<file path="config.mk">
export PLATFORM = sky130hd
export DESIGN_NAME = systemizer_sched_flat
export DESIGN_NICKNAME = d
export VERILOG_FILES = /design/src/rtl/systemizer_pkg.sv /design/src/rtl/systemizer_sched_if.sv /design/src/rtl/systemizer_sched_skid_fifo2.sv /design/src/rtl/systemizer_sched.sv /design/src/flat_wrapper.sv
export SDC_FILE = /design/constraint.sdc
export NUM_CORES = 1
export LEC_CHECK = 0
export ABC_AREA = 0
export CORE_MARGIN = 1.5
export CORE_UTILIZATION = 49
export DETAILED_ROUTE_END_ITERATION = 16
export HOLD_SLACK_MARGIN = 0.08
export PLACE_DENSITY = 0.8
export SLEW_MARGIN = 25
export SYNTH_ARGS = -nofsm -noshare
export SYNTH_HDL_FRONTEND = slang
export SYNTH_SLANG_ARGS = --single-unit
</file>
<file path="constraint.sdc">
create_clock -name clk -period 4.71 [get_ports clk]
set_clock_uncertainty 0.1 [all_clocks]
set_input_delay 0.471 -clock clk [delete_from_list [all_inputs] [get_ports clk]]
set_output_delay 0.471 -clock clk [all_outputs]
set_load 0.1 [all_outputs]
</file>
<file path="src/rtl/systemizer_pkg.sv">
// Shared types and size derivations for the systemizer scheduler.
package systemizer_pkg;

    typedef enum logic [2:0] {
        ST_IDLE,
        ST_GEN,
        ST_SYS_START,
        ST_SYS_WAIT,
        ST_READ,
        ST_FINISH
    } state_t;

    function automatic int calc_words(input int l, input int k, input int n);
        return (l * k) / n;
    endfunction

    // Address width never collapses to zero, even for a single-word matrix.
    function automatic int calc_aw(input int l, input int k, input int n);
        int w;
        w = calc_words(l, k, n);
        return (w <= 1) ? 1 : $clog2(w);
    endfunction

    function automatic int calc_tw(input int max_tries);
        return $clog2(max_tries + 1);
    endfunction

endpackage

</file>
<file path="src/rtl/systemizer_sched_if.sv">
// Ready/valid word stream carrying the systemized matrix out of the scheduler.
interface systemizer_sched_if #(
    parameter int N = 20
);
    logic         out_valid;
    logic         out_ready;
    logic [N-1:0] out_data;
    logic         out_last;

    modport master (output out_valid, output out_data, output out_last, input out_ready);
    modport slave  (input out_valid, input out_data, input out_last, output out_ready);
endinterface

</file>
<file path="src/rtl/systemizer_sched_skid_fifo2.sv">
// Two-entry ready/valid word buffer with occupancy count; head reads as zero when empty.
module skid_fifo2 #(
    parameter int N = 20
) (
    input  logic         clk,
    input  logic         rst,
    input  logic         push,
    input  logic [N-1:0] push_data,
    input  logic         pop,
    output logic [N-1:0] head,
    output logic [1:0]   occ
);

    logic [N-1:0] mem [2];
    logic         wr_ptr;
    logic         rd_ptr;

    always_ff @(posedge clk or negedge rst) begin
        if (!rst) begin
            mem[0] <= '0;
            mem[1] <= '0;
            wr_ptr <= 1'b0;
            rd_ptr <= 1'b0;
            occ    <= 2'd0;
        end else begin
            if (push) begin
                mem[wr_ptr] <= push_data;
                wr_ptr      <= ~wr_ptr;
            end
            if (pop) begin
                rd_ptr <= ~rd_ptr;
            end
            occ <= occ + {1'b0, push} - {1'b0, pop};
        end
    end

    assign head = (occ != 2'd0) ? mem[rd_ptr] : '0;

endmodule

</file>
<file path="src/rtl/systemizer_sched.sv">
// Key-request sequencer: matrix generation, bounded systemizer retries, result streaming
// and host debug-read arbitration of the systemizer read port.
//   state        | meaning
//   ST_IDLE      | waiting for req; host reads served
//   ST_GEN       | matrix generator running, wait gen_done
//   ST_SYS_START | one cycle; sys_start pulses on the following cycle
//   ST_SYS_WAIT  | wait for systemizer success/fail
//   ST_READ      | stream WORDS words through the 2-entry buffer
//   ST_FINISH    | key_ok pulse
module systemizer_sched
    import systemizer_pkg::*;
#(
    parameter  int N         = 20,
    parameter  int L         = 200,
    parameter  int K         = 400,
    parameter  int MAX_TRIES = 8,
    localparam int WORDS     = calc_words(L, K, N),
    localparam int AW        = calc_aw(L, K, N),
    localparam int TW        = calc_tw(MAX_TRIES)
) (
    input  logic                      clk,
    input  logic                      rst,
    input  logic                      req,
    output logic                      gen_req,
    input  logic                      gen_done,
    output logic                      sys_start,
    input  logic                      sys_success,
    input  logic                      sys_fail,
    output logic                      sys_rd_en,
    output logic [AW-1:0]             sys_rd_addr,
    input  logic [N-1:0]              sys_data_out,
    systemizer_sched_if.master        strm,
    input  logic                      host_rd_req,
    input  logic [AW-1:0]             host_rd_addr,
    output logic                      host_rd_gnt,
    output logic                      host_rd_valid,
    output logic [N-1:0]              host_data,
    output logic                      busy,
    output logic                      key_ok,
    output logic                      key_abort,
    output logic [TW-1:0]             tries
);

    state_t         state, state_nxt;
    logic           gen_req_nxt;
    logic           abort_nxt;
    logic [TW-1:0]  tries_nxt;
    logic [AW-1:0]  rd_addr;
    logic           rd_all;
    logic           rd_pend;
    logic [AW-1:0]  out_cnt;
    logic [1:0]     occ;
    logic [N-1:0]   head;
    logic           pop;
    logic           room;
    logic           stream_rd_en;

    skid_fifo2 #(.N(N)) u_buf (
        .clk       (clk),
        .rst       (rst),
        .push      (rd_pend),
        .push_data (sys_data_out),
        .pop       (pop),
        .head      (head),
        .occ       (occ)
    );

    assign strm.out_valid = (occ != 2'd0);
    assign strm.out_data  = head;
    assign strm.out_last  = strm.out_valid && (out_cnt == AW'(WORDS - 1));
    assign pop            = strm.out_valid && strm.out_ready;

    // Credit counts the word leaving this cycle so a continuously ready sink sees one word per cycle.
    assign room         = (({1'b0, occ} + {2'b00, rd_pend} - {2'b00, pop}) < 3'd2);
    assign stream_rd_en = (state == ST_READ) && !rd_all && room;

    assign host_rd_gnt = host_rd_req && (state == ST_IDLE) && !req;
    assign sys_rd_en   = stream_rd_en || host_rd_gnt;
    assign sys_rd_addr = host_rd_gnt ? host_rd_addr : (stream_rd_en ? rd_addr : '0);
    // sys_data_out is already the systemizer's registered read port, aligned with host_rd_valid.
    assign host_data   = host_rd_valid ? sys_data_out : '0;

    assign busy   = (state != ST_IDLE);
    assign key_ok = (state == ST_FINISH);

    always_comb begin
        state_nxt   = state;
        gen_req_nxt = 1'b0;
        abort_nxt   = 1'b0;
        tries_nxt   = tries;
        case (state)
            ST_IDLE: begin
                if (req) begin
                    state_nxt   = ST_GEN;
                    gen_req_nxt = 1'b1;
                    tries_nxt   = TW'(1);
                end
            end
            ST_GEN: begin
                if (gen_done) state_nxt = ST_SYS_START;
            end
            ST_SYS_START: state_nxt = ST_SYS_WAIT;
            ST_SYS_WAIT: begin
                if (sys_fail) begin
                    if (tries == TW'(MAX_TRIES)) begin
                        state_nxt = ST_IDLE;
                        abort_nxt = 1'b1;
                    end else begin
                        state_nxt   = ST_GEN;
                        gen_req_nxt = 1'b1;
                        tries_nxt   = tries + TW'(1);
                    end
                end else if (sys_success) begin
                    state_nxt = ST_READ;
                end
            end
            ST_READ: begin
                if (pop && strm.out_last) state_nxt = ST_FINISH;
            end
            ST_FINISH: state_nxt = ST_IDLE;
            default:   state_nxt = ST_IDLE;
        endcase
    end

    always_ff @(posedge clk or negedge rst) begin
        if (!rst) begin
            state         <= ST_IDLE;
            gen_req       <= 1'b0;
            sys_start     <= 1'b0;
            key_abort     <= 1'b0;
            tries         <= '0;
            host_rd_valid <= 1'b0;
            rd_pend       <= 1'b0;
            rd_addr       <= '0;
            rd_all        <= 1'b0;
            out_cnt       <= '0;
        end else begin
            state         <= state_nxt;
            gen_req       <= gen_req_nxt;
            sys_start     <= (state == ST_SYS_START);
            key_abort     <= abort_nxt;
            tries         <= tries_nxt;
            host_rd_valid <= host_rd_gnt;
            rd_pend       <= stream_rd_en;
            if (state == ST_SYS_WAIT) begin
                rd_addr <= '0;
                rd_all  <= 1'b0;
                out_cnt <= '0;
            end else begin
                if (stream_rd_en) begin
                    if (rd_addr == AW'(WORDS - 1)) rd_all  <= 1'b1;
                    else                           rd_addr <= rd_addr + AW'(1);
                end
                if (pop) out_cnt <= out_cnt + AW'(1);
            end
        end
    end

endmodule
</file>
<file path="src/flat_wrapper.sv">
// flat-port wrapper written by rule: the top's interface ports become plain ports
module systemizer_sched_flat import systemizer_pkg::*;
#(
    parameter  int N         = 20,
    parameter  int L         = 200,
    parameter  int K         = 400,
    parameter  int MAX_TRIES = 8,
    localparam int WORDS     = calc_words(L, K, N),
    localparam int AW        = calc_aw(L, K, N),
    localparam int TW        = calc_tw(MAX_TRIES)
)
  (clk, rst, req, gen_req, gen_done, sys_start, sys_success, sys_fail, sys_rd_en, sys_rd_addr, sys_data_out, host_rd_req, host_rd_addr, host_rd_gnt, host_rd_valid, host_data, busy, key_ok, key_abort, tries, strm_out_valid, strm_out_data, strm_out_last, strm_out_ready);
  systemizer_sched_if #(.N(N)) strm_i ();
  input  logic clk;
  input  logic rst;
  input  logic req;
  output logic gen_req;
  input  logic gen_done;
  output logic sys_start;
  input  logic sys_success;
  input  logic sys_fail;
  output logic sys_rd_en;
  output logic [AW-1:0] sys_rd_addr;
  input  logic [N-1:0] sys_data_out;
  input  logic host_rd_req;
  input  logic [AW-1:0] host_rd_addr;
  output logic host_rd_gnt;
  output logic host_rd_valid;
  output logic [N-1:0] host_data;
  output logic busy;
  output logic key_ok;
  output logic key_abort;
  output logic [TW-1:0] tries;
  output wire logic [$bits(strm_i.out_valid)-1:0] strm_out_valid;
  output wire logic [$bits(strm_i.out_data)-1:0] strm_out_data;
  output wire logic [$bits(strm_i.out_last)-1:0] strm_out_last;
  input wire logic [$bits(strm_i.out_ready)-1:0] strm_out_ready;
  assign strm_out_valid = strm_i.out_valid;
  assign strm_out_data = strm_i.out_data;
  assign strm_out_last = strm_i.out_last;
  assign strm_i.out_ready = strm_out_ready;
  systemizer_sched #(.N(N), .L(L), .K(K), .MAX_TRIES(MAX_TRIES)) u_core (.clk(clk), .rst(rst), .req(req), .gen_req(gen_req), .gen_done(gen_done), .sys_start(sys_start), .sys_success(sys_success), .sys_fail(sys_fail), .sys_rd_en(sys_rd_en), .sys_rd_addr(sys_rd_addr), .sys_data_out(sys_data_out), .strm(strm_i), .host_rd_req(host_rd_req), .host_rd_addr(host_rd_addr), .host_rd_gnt(host_rd_gnt), .host_rd_valid(host_rd_valid), .host_data(host_data), .busy(busy), .key_ok(key_ok), .key_abort(key_abort), .tries(tries));
endmodule
</file>
Yosys cells after proc, flatten, opt, wreduce, memory -nomap -nowiden
Index checks and enable logic that the tools add are counted.

storage, ports and cells
  register bits after elaboration = 81
  input bits = 40
  output and inout bits = 66
  word-level logic and storage cells = 103

cells by class
  add/subtract/negate cells = 7
  magnitude comparators = 4
  equality and inequality tests = 15
  muxes and demuxes = 36
  bitwise gates (word level) = 4
  reduce and logical (&&, ||, !) cells = 22

operators by type and width
  operator               count
  $mux 20                6
  $mux 12                7
  $bwmux 40              1
  $add 12x1->12 const B  2
  $eq 12x12->1 const B   2
  $demux 20 s1           1
  $mux 3                 5
  $pmux 3 s5             1
  $mux 4                 3
  $mux 1                 10
  $ne 2x2->1 const B     5
  $reduce_bool 2->1      5
  $logic_and 1x1->1      8
  $pmux 4 s2             1
  $reduce_and 4->1       2
  $eq 3x2->1 const B     2
  $eq 3x3->1 const B     2
  $add 4x1->4 const B    1
  $eq 4x4->1 const B     1
  $ge 2x2->1 const B     2
  $not 1->2              2
  $reduce_and 2->1       2
  $add 2x1->3            1
  $eq 3x1->1 const B     1
  13 further kinds       15

Longest topological paths before layout
  word-level depth = 7
  gate-level depth with buffers = 14
  mapped depth without buffers = 12

Modules after synthesis
From an unflattened synthesis, not the netlist that was laid out.

unflattened totals
  cell total of the unflattened synthesis = 384
  area total of the unflattened synthesis = 4287.9 um^2

by module, submodules not included
  module            instances  cells each  area each (um^2)  sequential area each (um^2)
  systemizer_sched  1          240         2214.6            925.9
  skid_fifo2        1          144         2073.2            1101.1

Worst setup path before layout
OpenSTA, ideal clock, no wires.

  path kind = register to output
  start = register u_core.u_buf.occ[1]
  end = output port sys_rd_addr[10]
  arrival time = 3578 ps
  data required time = 4139 ps
  path slack = 561 ps
  stages on the path, launching flop included = 14
  path buffers = 2
  cells stage by stage = dfrtp_1 o21ai_1 inv_1 ha_1 inv_1 ha_1 inv_1 fa_1 nor2b_1 nand3_2 buf_6 inv_1 buf_2 a22o_1

between the ends
  cells in the longest elaborated chain, start to end = 7
  elaborated cells on any way between the ends = 8
  those cells by class = add/sub (2); order compare (1); mux (2); reduce/logical (3)

ends and longest elaborated chain
  element                  line                               text
  from (decl)              systemizer_sched_skid_fifo2.sv:11  output logic [1:0] occ
  from (signal assigned)   systemizer_sched_skid_fifo2.sv:33  occ <= occ + {1'b0, push} - {1'b0, pop};
  $reduce_bool 2->1        systemizer_sched.sv:68             assign strm.out_valid = (occ != 2'd0);
  $logic_and 1x1->1        systemizer_sched.sv:71             assign pop = strm.out_valid && strm.out_ready;
  via u_core.pop           systemizer_sched.sv:54             logic pop;
  $sub 3x1->3              systemizer_sched.sv:74             assign room = (({1'b0, occ} + {2'b00, rd_pend} - {2'b00, pop}) < 3'd2);
  $lt 3x2->1               systemizer_sched.sv:74
  $logic_and 1x1->1        systemizer_sched.sv:75             assign stream_rd_en = (state == ST_READ) && !rd_all && room;
  via u_core.stream_rd_en  systemizer_sched.sv:56             logic stream_rd_en;
  $mux 12 (2 in a row)     systemizer_sched.sv:79             assign sys_rd_addr = host_rd_gnt ? host_rd_addr : (stream_rd_en ? rd_addr : '0);
  to (decl)                flat_wrapper.sv:23                 output logic [AW-1:0] sys_rd_addr;

The timed path passes the listed nets, and every way through them passes these cells.

Worst setup path after layout
  start = input port strm_out_ready
  end = output port sys_rd_addr[1]

between the ends
  cells in the longest elaborated chain, start to end = 6

ends and longest elaborated chain
  element               line                    text
  from (decl)           flat_wrapper.sv:37      input wire logic [$bits(strm_i.out_ready)-1:0] strm_out_ready;
  $logic_and 1x1->1     systemizer_sched.sv:71
  via u_core.pop        systemizer_sched.sv:54
  $sub 3x1->3           systemizer_sched.sv:74
  $lt 3x2->1            systemizer_sched.sv:74
  $logic_and 1x1->1     systemizer_sched.sv:75
  $mux 12 (2 in a row)  systemizer_sched.sv:79

The timed path passes the listed nets, and every way through them passes these cells.

==> PnR_summary.wiki <==
{| class="wikitable"
! Metric !! Value
|-
| Vias/cell || 5.489
|-
| Tightest Hold Check Type || input port to asynchronous set/reset pin
|-
| Wirelength per Cell || 15.10 µm
|-
| Worst slack after detailed placement || 0.5682 ns
|-
| Source-to-sink clock delay at the later pin of the worst-skew pair || 0.35 ns
|-
| Detailed-placement wirelength estimate || 6118 µm
|-
| Pleak || 2.403 nW
|-
| Run status || complete, no violations
|-
| Number of maximum-capacitance violations || 0
|-
| Starting density of the core || 50.59%
|-
| CTS Hold Bufs || 0
|-
| Core area || 8217 µm²
|-
| Routed WL || 8864 µm
|-
| Net total in the final layout || 524
|-
| Adder-cell share of the synthesized area || 2.288%
|-
| Floorplan die width || 95.10 µm
|-
| Number of buffer and inverter instances along the worst setup path || 6
|-
| Post-Synthesis Cells || 380
|-
| Fraction of registers with async set/reset || 100.0%
|-
| Largest area contributor in the synthesized netlist || dfrtp_1
|-
| Aggregate negative setup slack || 0 ns
|-
| Die area || 9044 µm²
|-
| Xor and xnor fraction of the mapped netlist area || 2.529%
|-
| Sink Count || 81
|-
| Final global-route overflow total || 0
|-
| Number of detailed-routing iterations run before antenna repair || 4
|-
| Maximum clock frequency || 0.2353 GHz
|-
| Area added between synthesis and finish || 34.41%
|-
| Distinct cell type count after synthesis || 53
|-
| Maximum vdd ir drop || 0.4054 mV
|-
| Yosys top cell area share || 48.77%
|-
| Combinational family with the most area after synthesis || simple AND/OR/NAND/NOR gates
|-
| Share of the clock period used by the worst path after layout || 90.22%
|-
| Most instantiated flip-flop cell in the synthesis netlist || dfrtp_1
|-
| Violation count after the first detailed-route iteration || 77
|-
| Slew of the pin with the lowest slew margin || 1.013 ns
|-
| Weighted congestion at the end of routability-driven global placement || 0.7782
|-
| Final setup margin || 0.4604 ns
|-
| Register area share after synthesis || 48.77%
|-
| Proportion of synthesized area in mux cells || 16.62%
|-
| Share of cells above drive strength 1 || 17.43%
|-
| Total CTS buffers || 9
|-
| Diode count || 0
|-
| Area taken by multi-input logic gates || 1971 µm²
|-
| Maximum single-stage delay on the critical path || 0.51 ns
|-
| Count of buffers added by post-CTS timing repair for setup || 0
|-
| Critical path class || input port to primary output
|-
| Post-Synth Simple-Gate Area || 17.28%
|-
| Startpoint class of the critical path || input port
|-
| I/O Pins || 106
|-
| # fillers || 634
|-
| Commonest cells in the netlist || 81 x dfrtp_1, 40 x mux2_2, 35 x nor2_1
|-
| Cells taking the most area after synthesis || dfrtp_1 49%, mux2_2 11%, mux2i_1 5.8%
|-
| Gates resized, CTS repair || 0
|-
| DRC errors left || 0
|-
| Vias || 3222
|-
| Arrival time at the worst endpoint || 3.68 ns
|-
| Residual antenna-violating net count after detailed routing || 0
|-
| Post-synth EDFFs || 0
|-
| CP Data Required Time || 4.14 ns
|-
| Setup violators final || 0
|-
| Longest Clk Path Bufs || 2
|-
| Via count of the first global-routing pass || 3128
|-
| Unrepaired setup endpoints after global routing || no
|-
| Areal power density over the cells || 685.6 nW/µm²
|-
| Nets in the synthesized netlist || 427
|-
| Final cell utilization of the core || 67.99%
|-
| Fin crit period || 4.250 ns
|-
| Fin. Hold Viols || 0
|-
| Fin area || 5587 µm²
|-
| Die extent in y || 95.10 µm
|-
| Final cell count without fillers || 587
|-
| Post-place instance area || 5380 µm²
|-
| Total standard cell area after synthesis || 4156 µm²
|-
| Largest fanout of any net on the critical path || 17
|-
| Top delay family on crit path || buffers and inverters
|-
| Global-route total usage across every layer || 20.99%
|-
| Kind of capture point of the worst setup path || primary output
|-
| H-tree Lvls || 3
|-
| Global-route wire length before repair || 14700 µm
|-
| Standard-cell row count || 33
|-
| Cells after DPL || 571
|-
| #FFs+latches synth || 81
|-
| Root Driver || clkbuf_8
|-
| Most instantiated library cell after synthesis || dfrtp_1
|-
| CTS tree || built
|-
| Cell breakdown of the critical path || clkdlybuf4s50_1 > o21ai_1 > inv_1 > ha_1 > inv_1 > ha_1 > inv_1 > fa_1 > nor2b_1 > nand3_2 > inv_1 > a22o_1 > buf_12
|-
| Average instance area after synthesis || 10.94 µm²
|-
| Antenna violations before repair || 0
|-
| Pin count of the biggest net entering global routing || 82
|-
| Max transition margin || 32.46%
|-
| Count of synthesis-stage warnings from yosys || 0
|-
| Cell with the largest stage delay on the worst path || fa_1
|-
| Post-CTS clock slew at the launch and capture registers of the worst setup and hold paths || 0.09 ns
|-
| Sequential cell area in the final layout || 2027 µm²
|-
| Cell type with the highest occurrence count on the critical path || inv_1
|-
| Final Max Tran Viols || 0
|-
| Port-buffer cells || 105
|-
| Complex-gate fraction of the synthesized area || 8.639%
|}
cell usage in the layout (no fill, tap or decap), drive strengths merged, types with 2 or more instances in the layout:
cell type	synthesis	final
clkdlybuf4s50	0	90
dfrtp	81	81
mux2	40	40
nor2	35	35
mux2i	24	24
nand2	23	23
and2	21	21
inv	16	18
buf	8	17
a22o	11	11
a21oi	11	11
nand4	10	10
clkbuf	13	9
xnor2	8	8
nor3	7	7
or4	7	7
o21ai	7	7
o31ai	6	6
ha	6	6
nand2b	4	4
xor2	4	4
nand3	4	4
nor3b	4	4
and3	3	3
clkinvlp	0	3
nand3b	3	3
or3	2	2
a311oi	2	2
a2111oi	2	2
o211ai	2	2
nor4	2	2
worst paths after layout:
kind / from / end / slack (ns) / cells after the start
max in group asynchronous: rst / u_core.tries[0] / 3.98 / 1
min: rst / u_core.u_buf.mem[38] / 0.05 / 1
min in group clk: u_core.u_buf.wr_ptr / u_core.u_buf.wr_ptr / 0.41 / 1
max: strm_out_ready / sys_rd_addr[1] / 0.46 / 13
max reg2reg: u_core.u_buf.occ[1] / u_core.rd_addr[3] / 1.29 / 12
min reg2reg: u_core.u_buf.wr_ptr / u_core.u_buf.wr_ptr / 0.41 / 1
stage by stage:
stage | hold WS, ns | total power, mW
final | 0.04912 | 3.830
after global routing | 0.1023 | 4.009
after CTS | 0.1998 | 3.858
after detailed placement | 0.3920 | 3.335
after global placement | 0.3688 | 3.298
after floorplan | 0.07541 | 2.807
layout make-up:
cell class	count	area share, %
timing repair buffer	107	21.39
tap	105	2.352
clock inverter	7	1.411
multi-input combinational	262	35.27
sequential	81	36.28
clock buffer	9	2.217
inverter	16	1.075
logic make-up (layout without fill, tap and decap cells):
family          after synthesis  in the layout
mux                          64             64
compound gates               50             50
fa+ha+maj                     7              7
flops                        81             81
buf+inv                      37            139
simple gates                129            129
xor+xnor                     12             12
sequential cells by signal, summed over array words and instances (netlist names), 2 cells and up:
register	count
u_core.tries	4
u_core.u_buf.mem	40
u_core.rd_addr	12
u_core.u_buf.occ	2
u_core.out_cnt	12
u_core.state	3
metal layers:
layer / routed length, µm / global-route usage (%)
met3: 405 / 3.589
met5: 0 / 0
met2: 4543 / 36.29
met4: 117 / 7.836
met1: 3798 / 26.18
report_power, final:
part	leakage [nW]	internal [mW]	switching, mW
Sequential	1.02	0.865	0.160
Clock	0.0925	0.249	0.265
Combinational	1.29	0.623	1.67
Total	2.40	1.74	2.09
worst register-to-register path, delay by kind of cell, from the launching register on:
| kind | cells | cell delay (ns) |
|---|---|---|
| buf+inv | 4 | 0.70 |
| compound gates | 3 | 0.59 |
| flops | 1 | 0.44 |
| fa+ha+maj | 3 | 0.97 |
| simple gates | 2 | 0.53 |
No activity file was read; power rests on OpenSTA's default activity.
==> RTL change 1, RTL diff (config.mk and constraints unchanged) <==
`K` is set to 400 in 2 places; all go to 200.
--- a/src/rtl/systemizer_sched.sv
+++ b/src/rtl/systemizer_sched.sv
@@ -13,5 +13,5 @@
     parameter  int N         = 20,
     parameter  int L         = 200,
-    parameter  int K         = 400,
+    parameter  int K         = 200,
     parameter  int MAX_TRIES = 8,
     localparam int WORDS     = calc_words(L, K, N),
--- a/src/flat_wrapper.sv
+++ b/src/flat_wrapper.sv
@@ -4,5 +4,5 @@
     parameter  int N         = 20,
     parameter  int L         = 200,
-    parameter  int K         = 400,
+    parameter  int K         = 200,
     parameter  int MAX_TRIES = 8,
     localparam int WORDS     = calc_words(L, K, N),
Interface: changed (resized host_rd_addr and sys_rd_addr); port bits go from 106 to 104. No check against the original RTL was run, so the function may have changed too.
==> RTL change 1 against the original RTL <==
  * Area after synthesis decreased by 2.7%
  * Sequential cell count decreased by 2
  * Wire length decreased by 1.0%
  * Power increased by 3.9%
  * Synthesized cell count decreased by 1.8%
  * Cell area decreased by 2.1%
  * Worst setup slack improved by 0.090 ns
  * Largest power group unchanged
==> RTL change 1: results (changes against the original RTL) <==
largest net degree at the start of global routing -> 80 (was 82)
outcome -> complete, no violations (unchanged)
Top reg by flops -> u_core.u_buf.mem (unchanged)
Worst Path Arrival -> 3.59 ns (was 3.68 ns)
Worst VDD drop -> 0.377 mV (was 0.405 mV)
max reg flops -> 40 (unchanged)
Synth Flop Type -> dfrtp_1 (unchanged)
sequential fraction of the synthesis area -> 48.9% (was 48.8%)
Total GRT Usage -> 20.7% (was 21.0%)
initial antenna violation count -> 0 (unchanged)
PostCTS Resize Cnt -> 0 (unchanged)
Largest regs -> u_core.u_buf.mem: 40 flops, u_core.out_cnt: 11 flops, u_core.rd_addr: 11 flops (was u_core.u_buf.mem: 40 flops, u_core.out_cnt: 12 flops, u_core.rd_addr: 12 flops)
xor/xnor cell area share of the yosys netlist -> 2.60% (was 2.53%)
reg2reg path depth -> 12 (unchanged)
clock slew seen by the registers of the worst setup and hold paths -> 0.08 ns
Ant. Diodes -> 0 (unchanged)
Nets -> 515 (was 524)
Bufs on Longest Clock Path -> 2 (unchanged)
total clock buffers created by CTS -> 9 (unchanged)
DRT iter0 DRCs -> 109 (was 77)
first-pass GRT wire length -> 14200 um (was 14700 um)
Total Routed Length -> 8770 um (was 8860 um)
Post CTS Setup Buffer Count -> 0 (unchanged)
CP max stage cell -> fa_1 (unchanged)
Async SR Flop Fraction -> 100% (unchanged)
H-tree Lvls -> 3 (unchanged)
synth unique cells -> 53 (unchanged)
Tcrit/Tclk final -> 88.3% (was 90.2%)
Adder-Cell Fraction of Synth Area -> 2.35% (was 2.29%)
Post-synth top cells -> 79 x dfrtp_1, 40 x mux2_2, 36 x nor2_1 (was 81 x dfrtp_1, 40 x mux2_2, 35 x nor2_1)
Synthesis Warnings -> 0 (unchanged)
via count -> 3134 (was 3222)
Synth area leaders -> dfrtp_1 49%, mux2_2 11%, mux2i_1 5.4%, and2_1 3.4%, nor2_1 3.3% (was dfrtp_1 49%, mux2_2 11%, mux2i_1 5.8%, and2_1 3.2%, nor2_1 3.2%)
Root Buffer -> clkbuf_8 (unchanged)
max incr delay on CP -> 0.51 ns (about the same)
FF-to-FF End -> u_core.rd_addr[2]$_DFFE_PN0P_ (was u_core.rd_addr[3]$_DFFE_PN0P_)
CP top delay family -> adder cells (was buffers and inverters)
worst r2r src -> u_core.u_buf.occ[1]$_DFF_PN0_ (unchanged)
Syn Nets -> 419 (was 427)
clock insertion delay at the later pin of the skew report -> 0.35 ns (about the same)
compound-gate portion of the synthesized area -> 8.29% (was 8.64%)
r2r setup slk -> 1.28 ns
HPWL Detailed -> 5920 um (was 6120 um)
gpl congestion -> 0.805 (was 0.778)
Port Buffers -> 103 (was 105)
layout cell share with drive strength beyond 1 -> 17.3% (was 17.4%)
CP Max Fanout -> 16 (was 17)
DP Worst Slack -> 0.572 ns (was 0.568 ns)
Rel. slew slack -> 31.9% (was 32.5%)
Leak -> 2.32 nW (was 2.40 nW)
post-synthesis mux area share -> 16.6% (about the same)
HP Class -> input port to asynchronous set/reset pin (unchanged)
==> RTL change 1: power breakdown <==
| part | switching [mW] | total [mW] | internal [mW] | leakage (nW) |
|---|---|---|---|---|
| combinational | 1.73 | 2.38 | 0.651 | 1.22 |
| sequential | 0.162 | 1.04 | 0.880 | 0.988 |
| clock | 0.254 | 0.555 | 0.300 | 0.114 |
==> RTL change 1: logic make-up after synthesis <==
| group | Yosys count |
|---|---|
| AO/OA/AOI/OAI | 50 |
| XOR/XNOR | 12 |
| adder cells (fa/ha/maj) | 7 |
| buffers and inverters | 33 |
| flip-flops | 79 |
| multiplexers | 62 |
| AND/OR/NAND/NOR | 130 |
==> RTL change 1: layout make-up <==
| type | count | area [um2] |
|---|---|---|
| Clock buffer | 9 | 124 |
| Clock inverter | 7 | 96.3 |
| Fill cell | 623 | 2380 |
| Inverter | 14 | 52.6 |
| Multi-Input combinational cell | 261 | 1940 |
| Sequential cell | 79 | 1980 |
| Tap cell | 102 | 128 |
| Timing Repair Buffer | 104 | 1160 |
==> RTL change 1: how the worst max path moves through the flow <==
stage | from | to
finish | u_core.u_buf.occ[1]$_DFF_PN0_ | sys_rd_addr[0]
global route | u_core.u_buf.occ[1]$_DFF_PN0_ | sys_rd_addr[0]
CTS | u_core.u_buf.occ[1]$_DFF_PN0_ | sys_rd_addr[8]
detailed placement | strm_out_ready | sys_rd_addr[0]
global placement | strm_out_ready | sys_rd_addr[1]
floorplan | u_core.u_buf.occ[1]$_DFF_PN0_ | strm_out_last
==> RTL change 1: layer usage <==
| layer | vias to the layer above | track usage (%) | part of all wire, % |
|---|---|---|---|
| li1 | 1506 | - | - |
| met1 | 1524 | 27.0 | 46 |
| met2 | 93 | 34.7 | 48 |
| met3 | 11 | 3.48 | 4.9 |
| met4 | 0 | 7.46 | 1.5 |
| met5 | - | 0 | 0 |
==> RTL change 1: metrics by stage <==
stage,power [mW],area [um2],std cells,hold WS [ns]
2_1_floorplan,2.90,4040,373,0.0754
3_3_place_gp,3.40,5240,560,0.365
3_5_place_dp,3.44,5240,560,0.384
4_1_cts,4.00,5460,576,0.202
5_1_grt,4.17,5470,576,0.107
6_report,3.98,5470,576,0.0468
==> RTL change 2, RTL diff (config.mk and constraints unchanged) <==
Made on the original files. Encoding of `state_t`: now one-hot (6 bits for 6 states).
--- a/src/rtl/systemizer_pkg.sv
+++ b/src/rtl/systemizer_pkg.sv
@@ -2,11 +2,11 @@
 package systemizer_pkg;
 
-    typedef enum logic [2:0] {
-        ST_IDLE,
-        ST_GEN,
-        ST_SYS_START,
-        ST_SYS_WAIT,
-        ST_READ,
-        ST_FINISH
+    typedef enum logic [5:0] {
+        ST_IDLE      = 6'b000001,
+        ST_GEN       = 6'b000010,
+        ST_SYS_START = 6'b000100,
+        ST_SYS_WAIT  = 6'b001000,
+        ST_READ      = 6'b010000,
+        ST_FINISH    = 6'b100000
     } state_t;
 
Function: same outputs for any inputs over 10 cycles, from zero or initial values and one cycle with rst low; not proved beyond that.
==> RTL change 2 against the original RTL <==
  * Sequential share of layout area is 0.49 points higher
  * Clock power fell by 1%
  * Cell area up 2.4%
  * Count of clock-buffer cells in the layout rose by 4
  * Area after synthesis increased by 2.6%
  * Synthesized cell count is 3.9% higher
  * Critical path depth fell by 2
  * Wire length rose by 4.8%
  * Register-to-register slack lost 0.58 ns
  * Worst setup slack lost 0.089 ns
  * Non-clock buffer count up 2
  * Power shrank 12%
  * Sequential cell count rose by 3
  * Critical path type is now register to output port
  * Largest power group unchanged
==> RTL change 2: results (changes against the original RTL) <==
outcome -> complete, no violations (unchanged)
first-pass GRT wire length -> 15000 um (was 14700 um)
CP top delay family -> adder cells (was buffers and inverters)
Worst VDD drop -> 0.243 mV (was 0.405 mV)
met2 routed WL -> 4450 um (was 4540 um)
r2r setup slk -> 0.71 ns (was 1.29 ns)
Total Routed Length -> 9290 um (was 8860 um)
total power -> 3.37 mW (was 3.83 mW)
Post-synth top cells -> 83 x dfrtp_1, 49 x nor2_1, 41 x mux2_2 (was 81 x dfrtp_1, 40 x mux2_2, 35 x nor2_1)
Syn Nets -> 442 (was 427)
Synth top area share -> 48.7% (was 48.8%)
layout cell share with drive strength beyond 1 -> 16.2% (was 17.4%)
max incr delay on CP -> 0.63 ns (was 0.51 ns)
M1 WL -> 4090 um (was 3800 um)
CP max stage cell -> nor4b_4 (was fa_1)
Leak -> 2.51 nW (was 2.40 nW)
Non-clock buffer share -> 21.2% (was 21.4%)
multi-input logic area -> 2030 um2 (was 1970 um2)
FF-to-FF End -> u_core.rd_addr[11]$_DFFE_PN0P_ (was u_core.rd_addr[3]$_DFFE_PN0P_)
Post-DP Area -> 5520 um2 (was 5380 um2)
routed wl met3 -> 651 um (was 405 um)
sequential fraction of the synthesis area -> 49.3% (was 48.8%)
placed instance count -> 588 (was 571)
Clock buf/inv share -> 3.41% (was 3.63%)
FF/Latch Area -> 2100 um2 (was 2030 um2)
gpl congestion -> 0.824 (was 0.778)
Adder-Cell Fraction of Synth Area -> 2.23% (was 2.29%)
synth unique cells -> 43 (was 53)
clock buffer count -> 13 (was 9)
FILL cells -> 631 (was 634)
internal power -> 1.60 mW (was 1.74 mW)
CP Max Fanout -> 14 (was 17)
synthesized flop and latch total -> 84 (was 81)
compound-gate portion of the synthesized area -> 5.28% (was 8.64%)
==> RTL change 2: cell count changes after synthesis, sizes merged, moves of 5 or more <==
cell | unedited run | this run
nand3 | 4 | 14
a21oi | 11 | 6
nand2 | 23 | 16
nand4 | 10 | 5
nor2 | 35 | 49
or4 | 7 | 1
xor2 | 4 | 10
o31ai | 6 | 1
==> RTL change 2: worst min-delay path by stage <==
stage	from	end	slack, ns	cells after the start
after global routing	rst	u_core.tries[2]$_DFFE_PN0P_	0.11	1
after global placement	u_core.u_buf.wr_ptr$_DFFE_PN0P_	u_core.u_buf.wr_ptr$_DFFE_PN0P_	0.37	1
final	rst	u_core.tries[2]$_DFFE_PN0P_	0.06	1
after floorplan	rst	u_core.gen_req$_DFF_PN0_	0.08	0
after detailed placement	u_core.u_buf.wr_ptr$_DFFE_PN0P_	u_core.u_buf.wr_ptr$_DFFE_PN0P_	0.37	1
after CTS	rst	u_core.key_abort$_DFF_PN0_	0.23	1
